[config.mk]
export PLATFORM = sky130hd
export DESIGN_NAME = smem_arbiter
export DESIGN_NICKNAME = d
export VERILOG_FILES = /design/src/rtl/smem_arbiter.sv
export SDC_FILE = /design/constraint.sdc
export NUM_CORES = 1
export LEC_CHECK = 0
export ABC_CLOCK_PERIOD_IN_PS = 1900
export BUFFER_PORTS_ARGS = -buffer_cell sky130_fd_sc_hd__buf_2
export CAP_MARGIN = 20
export CORE_MARGIN = 4
export CORE_UTILIZATION = 34
export CTS_CLUSTER_DIAMETER = 60
export CTS_CLUSTER_SIZE = 40
export DETAILED_ROUTE_END_ITERATION = 12
export GPL_TIMING_DRIVEN = 0
export PLACE_DENSITY = 0.76
export SLEW_MARGIN = 40
export SYNTH_ARGS = -nofsm -noshare
export SYNTH_HDL_FRONTEND = slang
export SYNTH_SLANG_ARGS = --single-unit
[constraint.sdc]
create_clock -name clk -period 1.9 [get_ports clk]
set_clock_uncertainty 0.2 [all_clocks]
set_input_delay 0.38 -clock clk [delete_from_list [all_inputs] [get_ports clk]]
set_output_delay 0.38 -clock clk [all_outputs]
set_load 0.01 [all_outputs]
[src/rtl/smem_arbiter.sv]
// rtl/smem_arbiter.sv - round-robin locking arbiter for the single-port RC4 S-array RAM
// Optional burst limit: define SMEM_ARB_MAXBURST_EN to cap accesses per grant at MAX_BURST.
module smem_arbiter #(
    parameter int NUM_REQ   = 3,
    parameter int ADDR_W    = 8,
    parameter int DATA_W    = 8,
    parameter int RD_LAT    = 1,
    parameter int MAX_BURST = 16
) (
    input  logic                      clk,
    input  logic                      reset_n,
    input  logic [NUM_REQ-1:0]        req,
    input  logic [NUM_REQ*ADDR_W-1:0] req_addr,
    input  logic [NUM_REQ*DATA_W-1:0] req_wdata,
    input  logic [NUM_REQ-1:0]        req_wren,
    output logic [NUM_REQ-1:0]        gnt,
    output logic [DATA_W-1:0]         rdata,
    output logic [NUM_REQ-1:0]        rvalid,
    output logic                      busy,
    output logic [ADDR_W-1:0]         mem_addr,
    output logic [DATA_W-1:0]         mem_data,
    output logic                      mem_wren,
    input  logic [DATA_W-1:0]         mem_q
);

    localparam int IDX_W = (NUM_REQ > 1) ? $clog2(NUM_REQ) : 1;

    typedef enum logic {IDLE, OWNED} state_t;

    state_t             state;
    logic [IDX_W-1:0]   owner;
    logic [IDX_W-1:0]   rr;

    logic               owner_req;
    logic               forced;
    logic               access;
    logic               rel;
    logic               take;
    logic [NUM_REQ-1:0] cand;
    logic               win_found;
    logic [IDX_W-1:0]   win_idx;

    logic [RD_LAT-1:0]  tag_v;
    logic [IDX_W-1:0]   tag_idx [RD_LAT];

    if (NUM_REQ < 2 || NUM_REQ > 8 || RD_LAT < 1 || RD_LAT > 4 || MAX_BURST < 1) begin : g_param_check
        $error("smem_arbiter: parameter out of range");
    end

    assign busy      = (state == OWNED);
    assign owner_req = req[owner];
    // The current owner is never a candidate; in IDLE gnt is zero so every requester competes.
    assign cand      = req & ~gnt;

`ifdef SMEM_ARB_MAXBURST_EN
    localparam int CNT_W = $clog2(MAX_BURST + 1);
    logic [CNT_W-1:0] burst_cnt;

    assign forced = busy && (burst_cnt == CNT_W'(MAX_BURST)) && (|cand);

    // Per-grant access counter: cleared on every new grant, saturates at MAX_BURST.
    always_ff @(posedge clk) begin
        if (!reset_n) begin
            burst_cnt <= '0;
        end else if (take) begin
            burst_cnt <= '0;
        end else if (access && (burst_cnt != CNT_W'(MAX_BURST))) begin
            burst_cnt <= burst_cnt + 1'b1;
        end
    end
`else
    assign forced = 1'b0;
`endif

    // A forced release is treated like a voluntary one: that cycle performs no access.
    assign access = busy && owner_req && !forced && reset_n;
    assign rel    = busy && (!owner_req || forced);
    assign take   = win_found && (!busy || rel);

    // Round-robin search starting just after rr; rr always equals owner while a grant is held.
    always_comb begin
        int j;
        j         = 0;
        win_found = 1'b0;
        win_idx   = '0;
        for (int k = NUM_REQ; k >= 1; k--) begin
            j = int'(rr) + k;
            if (j >= NUM_REQ) j = j - NUM_REQ;
            if (cand[j]) begin
                win_found = 1'b1;
                win_idx   = IDX_W'(j);
            end
        end
    end

    // Grant state machine with registered one-hot grant.
    always_ff @(posedge clk) begin
        if (!reset_n) begin
            state <= IDLE;
            gnt   <= '0;
            owner <= '0;
            rr    <= IDX_W'(NUM_REQ - 1);
        end else begin
            case (state)
                IDLE: begin
                    if (win_found) begin
                        gnt   <= NUM_REQ'(1) << win_idx;
                        owner <= win_idx;
                        rr    <= win_idx;
                        state <= OWNED;
                    end
                end
                OWNED: begin
                    if (rel) begin
                        if (win_found) begin
                            gnt   <= NUM_REQ'(1) << win_idx;
                            owner <= win_idx;
                            rr    <= win_idx;
                        end else begin
                            gnt   <= '0;
                            state <= IDLE;
                        end
                    end
                end
                default: begin
                    gnt   <= '0;
                    state <= IDLE;
                end
            endcase
        end
    end

    // Route the owner's slot to the RAM only during access cycles.
    always_comb begin
        mem_addr = '0;
        mem_data = '0;
        mem_wren = 1'b0;
        if (access) begin
            mem_addr = req_addr[owner*ADDR_W +: ADDR_W];
            mem_data = req_wdata[owner*DATA_W +: DATA_W];
            mem_wren = req_wren[owner];
        end
    end

    // Read-tag pipeline: each read carries its issuer so handovers cannot misroute data.
    always_ff @(posedge clk) begin
        if (!reset_n) begin
            tag_v <= '0;
            for (int i = 0; i < RD_LAT; i++) tag_idx[i] <= '0;
        end else begin
            tag_v[0]   <= access && !req_wren[owner];
            tag_idx[0] <= owner;
            for (int i = 1; i < RD_LAT; i++) begin
                tag_v[i]   <= tag_v[i-1];
                tag_idx[i] <= tag_idx[i-1];
            end
        end
    end

    // Decode the emerging tag into a one-hot valid pulse.
    always_comb begin
        rvalid = '0;
        if (tag_v[RD_LAT-1] && reset_n) rvalid[tag_idx[RD_LAT-1]] = 1'b1;
    end

    assign rdata = mem_q;

endmodule
==> results by stage <==
Worst hold path:
- The path type of the worst min-delay path is input pin to flip-flop.

Placed design:
- Routability-driven placement finished with a final weighted congestion of 0.7253.
- The total placed cells including tap cells is 280.
- The number of input and output port buffers inserted is 86.
- Once detailed placement completed, the half-perimeter wirelength came to 2868 um.
- The pre-CTS setup slack is -0.2360 ns.

Die:
- The die is 65.23 um tall.
- The floorplan has 20 rows.
- In this run the horizontal extent of the chip is 65.23 um.
- The I/O pin count is 96.
- The floorplan step defined a die boundary enclosing 4255 sq um.
- In this run the standard cell core region covers 3103 sq um.
- The initial cell density of the core is 0.3589.

Synth:
- The number of instances in the synthesized netlist is 150.
- The number of warnings issued by yosys is 0.
- The share of the Yosys chip area taken by registers is 0.1798.
- The mapped cell area is 1114 sq um.
- The net count after synthesis is 217.
- Synthesis inferred 10 register bits.
- After synthesis, the netlist uses 38 different library cells.
- The mean cell area of the mapped netlist is 7.424 sq um.

STA:
- The hold violation count in the final report is 0.
- Setup repair after global routing could not meet its margin everywhere.
- After layout, the worst setup slack is -0.3398 ns.
- The worst max-slew margin expressed relative to the limit is 0.7237.
- Counting I/O delays and the setup requirement, the final critical path takes 2.240 ns.
- Of the available clock period, the critical path in the final layout requires 1.179.
- At the pin with the least slew margin, the transition time is 0.4093 ns.
- Setup violations remaining at the end of the flow were counted as 23.
- The post-route worst hold slack is 0.2163 ns.
- The maximum clock frequency is 446.5 MHz.
- The max-slew violation total from the final report was 0.

Critical path:
- The number of cells on the worst reg-to-reg path is 8.
- In this run the worst path has a maximum fanout of 10.
- The critical path starts at rr[0]$_SDFFE_PN0P_.
- The sort of element at the start of the critical path is a flip-flop.
- The data required time at the worst endpoint is 1.32 ns.
- The kind of capture point of the worst setup path is an output port.
- In this run the critical register-to-register path is launched from rr[0]$_SDFFE_PN0P_.
- The capture instance of the worst register-to-register path is owner[1]$_SDFFE_PN0P_.
- For the worst setup path, the data arrival time is 1.66 ns.
- The most critical setup path has its endpoint at mem_addr[4].
- For flop-to-flop paths, the worst setup slack is -0.19 ns.
- The worst setup path is of the flip-flop to output port kind.

Clock tree:
- The clock transition at the registers of the reported paths is 0.06 ns.
- TritonCTS created 3 clock buffers.
- The maximum level of the CTS H-tree is 1.
- The clock tree from TritonCTS is built.
- Clock latency on the worst-skew pair, taken at its later pin, is 0.26 ns.
- The cell sitting at the root of the clock tree is a sky130_fd_sc_hd__clkbuf_4.
- The longest clock path from root to sink contains 2 buffers.
- For this design, the sink count on the clock tree is 10.

Outcome:
- The flow ran to the end, but the final reports show violations.
- The final reports fail on setup timing.

GRT:
- The via count of the first global-routing pass is 1453.
- The number of antenna violations at the first check in global routing was 0.
- The first global-routing pass estimated 6210 um of wire.
- The total global routing overflow is 0.
- Entering global routing, the biggest net connects 11 pins.
- In the global route stage, overall resource usage came out at 0.1829.

Routing:
- The total detailed-routing wirelength is 4102 um.
- Dividing the detail-routed via count by the number of cells gives 4.980.
- In the routed design, unresolved DRC markers number 0.
- The DRC violation total after the first TritonRoute iteration is 30.
- The post-detailed-route wirelength per cell is 13.67 um.
- The total vias in the final route is 1494.
- The remaining antenna violation count is 0.
- For this run, the detailed router's first-pass iteration total came to 5.

Cells and area:
- The number of antenna diodes is 0.
- The proportion of layout cells with a drive suffix above 1 is 0.6523.
- The number of filler instances in the final layout is 289.
- The final net count is 324.
- The most common cell after layout, fill and taps aside is sky130_fd_sc_hd__buf_2.
- The top cell types in the final layout, fill and taps aside, are sky130_fd_sc_hd__buf_2, sky130_fd_sc_hd__buf_4, sky130_fd_sc_hd__nor2_1.
- The multi-input gate area in the final layout is 1023 sq um.
- Across the whole layout, storage elements account for 205.2 sq um.
- The finished layout holds 300 standard cells, fillers aside.
- The area growth from synthesis to layout is 91.80%.

Pwr:
- The power per standard cell area is 1495 nW/um^2.
- The worst IR drop on VDD is 0.0007500 V.
- The leakage power figure is 0.9987 nW.
- The post-layout total power is 3.193 mW.

Job:
- The number of violations of the max-capacitance limit is 0.
==> flip-flops by register name, summed over array words and instances (netlist names) <==
signal,flops
gnt,3
busy,1
rr,2
owner,1
tag_v,1
tag_idx,2
==> worst min-delay path by stage <==
stage                                     endpoint                 from  depth (start not counted)
after floorplan           tag_idx[0][0]$_SDFF_PN0_   rr[0]$_SDFFE_PN0P_                          2
after global placement         gnt[1]$_SDFFE_PN0P_  gnt[1]$_SDFFE_PN0P_                          1
after detailed placement       gnt[1]$_SDFFE_PN0P_  gnt[1]$_SDFFE_PN0P_                          1
after CTS                       rr[1]$_SDFFE_PN1P_              reset_n                          2
after global routing            rr[1]$_SDFFE_PN1P_              reset_n                          2
final                           rr[1]$_SDFFE_PN1P_              reset_n                          2
==> report_power, final <==
group / internal [mW] / switching [mW]
Combinational: 1.26 / 1.35
Clock: 0.116 / 0.0719
Sequential: 0.304 / 0.0850
==> worst max-delay path: stages, from the launching register on <==
cell,delay [ns]
sky130_fd_sc_hd__dfxtp_4,0.36
sky130_fd_sc_hd__nor2b_1,0.14
sky130_fd_sc_hd__buf_4,0.15
sky130_fd_sc_hd__o2bb2ai_4,0.12
sky130_fd_sc_hd__nand3_2,0.11
sky130_fd_sc_hd__buf_6,0.16
sky130_fd_sc_hd__buf_12,0.15
sky130_fd_sc_hd__nor2_4,0.08
sky130_fd_sc_hd__buf_6,0.10
==> area by class of cell <==
cell class	count	area share
Timing Repair Buffer	102	0.3011
Clock buffer	4	0.01699
Inverter	6	0.01523
Buffer	17	0.06561
Multi-Input combinational cell	117	0.4792
Tap cell	44	0.02578
Sequential cell	10	0.09608
==> synth_stat cells <==
master | count | area, sq um
sky130_fd_sc_hd__nor3_1 | 3 | 15.01
sky130_fd_sc_hd__o2bb2ai_1 | 1 | 8.760
sky130_fd_sc_hd__ha_1 | 3 | 37.54
sky130_fd_sc_hd__dfxtp_1 | 10 | 200.2
sky130_fd_sc_hd__a32oi_1 | 1 | 8.760
sky130_fd_sc_hd__o41ai_4 | 1 | 27.53
sky130_fd_sc_hd__buf_6 | 1 | 11.26
sky130_fd_sc_hd__a31oi_2 | 1 | 12.51
sky130_fd_sc_hd__o2111ai_1 | 1 | 8.760
sky130_fd_sc_hd__o311ai_0 | 1 | 8.760
sky130_fd_sc_hd__nand2_1 | 5 | 18.77
sky130_fd_sc_hd__o311ai_2 | 1 | 16.27
sky130_fd_sc_hd__o21ai_0 | 1 | 5.000
sky130_fd_sc_hd__a21oi_1 | 17 | 85.08
sky130_fd_sc_hd__inv_1 | 5 | 18.77
sky130_fd_sc_hd__nand3_1 | 2 | 10.01
sky130_fd_sc_hd__o211ai_1 | 2 | 15.01
sky130_fd_sc_hd__a21boi_0 | 1 | 7.510
sky130_fd_sc_hd__o221a_2 | 1 | 11.26
sky130_fd_sc_hd__nand2b_1 | 4 | 25.02
sky130_fd_sc_hd__buf_4 | 9 | 67.56
sky130_fd_sc_hd__o31ai_1 | 1 | 7.510
sky130_fd_sc_hd__nand2_2 | 1 | 6.260
sky130_fd_sc_hd__or3_1 | 1 | 6.260
sky130_fd_sc_hd__inv_2 | 1 | 3.750
sky130_fd_sc_hd__nor3b_1 | 2 | 15.01
sky130_fd_sc_hd__nor2_1 | 36 | 135.1
sky130_fd_sc_hd__nand3b_1 | 1 | 7.510
sky130_fd_sc_hd__clkbuf_1 | 3 | 11.26
sky130_fd_sc_hd__a211oi_1 | 1 | 7.510
sky130_fd_sc_hd__a311oi_1 | 1 | 8.760
sky130_fd_sc_hd__a32o_2 | 2 | 22.52
sky130_fd_sc_hd__mux2i_1 | 19 | 190.2
sky130_fd_sc_hd__a21bo_2 | 1 | 10.01
sky130_fd_sc_hd__o21a_4 | 1 | 15.01
sky130_fd_sc_hd__buf_2 | 4 | 20.02
sky130_fd_sc_hd__a22o_1 | 1 | 8.760
sky130_fd_sc_hd__nor2b_1 | 3 | 18.77
==> metrics by stage <==
step	util	area (sq um)	TNS (ns)
detailed placement	0.5657	1755	-3.155
global route	0.6883	2136	-8.278
CTS	0.6536	2028	-6.100
global placement	0.5657	1755	-3.204
finish	0.6883	2136	-6.348
floorplan	-	1270	0
==> per-layer routing <==
| metal | share of wire | global-route usage | up-vias | wire, um |
|---|---|---|---|---|
| met4 | 0.010 | 0.04663 | 0 | 42 |
| met3 | 0.073 | 0.04103 | 6 | 300 |
| li1 | - | - | 736 | - |
| met2 | 0.55 | 0.3489 | 69 | 2242 |
| met1 | 0.37 | 0.2010 | 683 | 1516 |
| met5 | 0 | 0 | - | 0 |
==> cells by family after synthesis <==
logic type / synth area share
compound gates: 0.2652
fa+ha+maj: 0.03371
buf+inv: 0.1191
flops: 0.1798
mux: 0.1708
simple gates: 0.2315
==> repair_timing <==
item / 4_1_cts / 5_1_grt
buffers inserted: 11 / 5
setup endpoints to repair: 23 / 24
gates resized for setup: 25 / 21
pin swaps: 8 / 8
cloned: 0 / 0
hold buffers: 0 / 0
No activity file was read; power rests on OpenSTA's default activity.
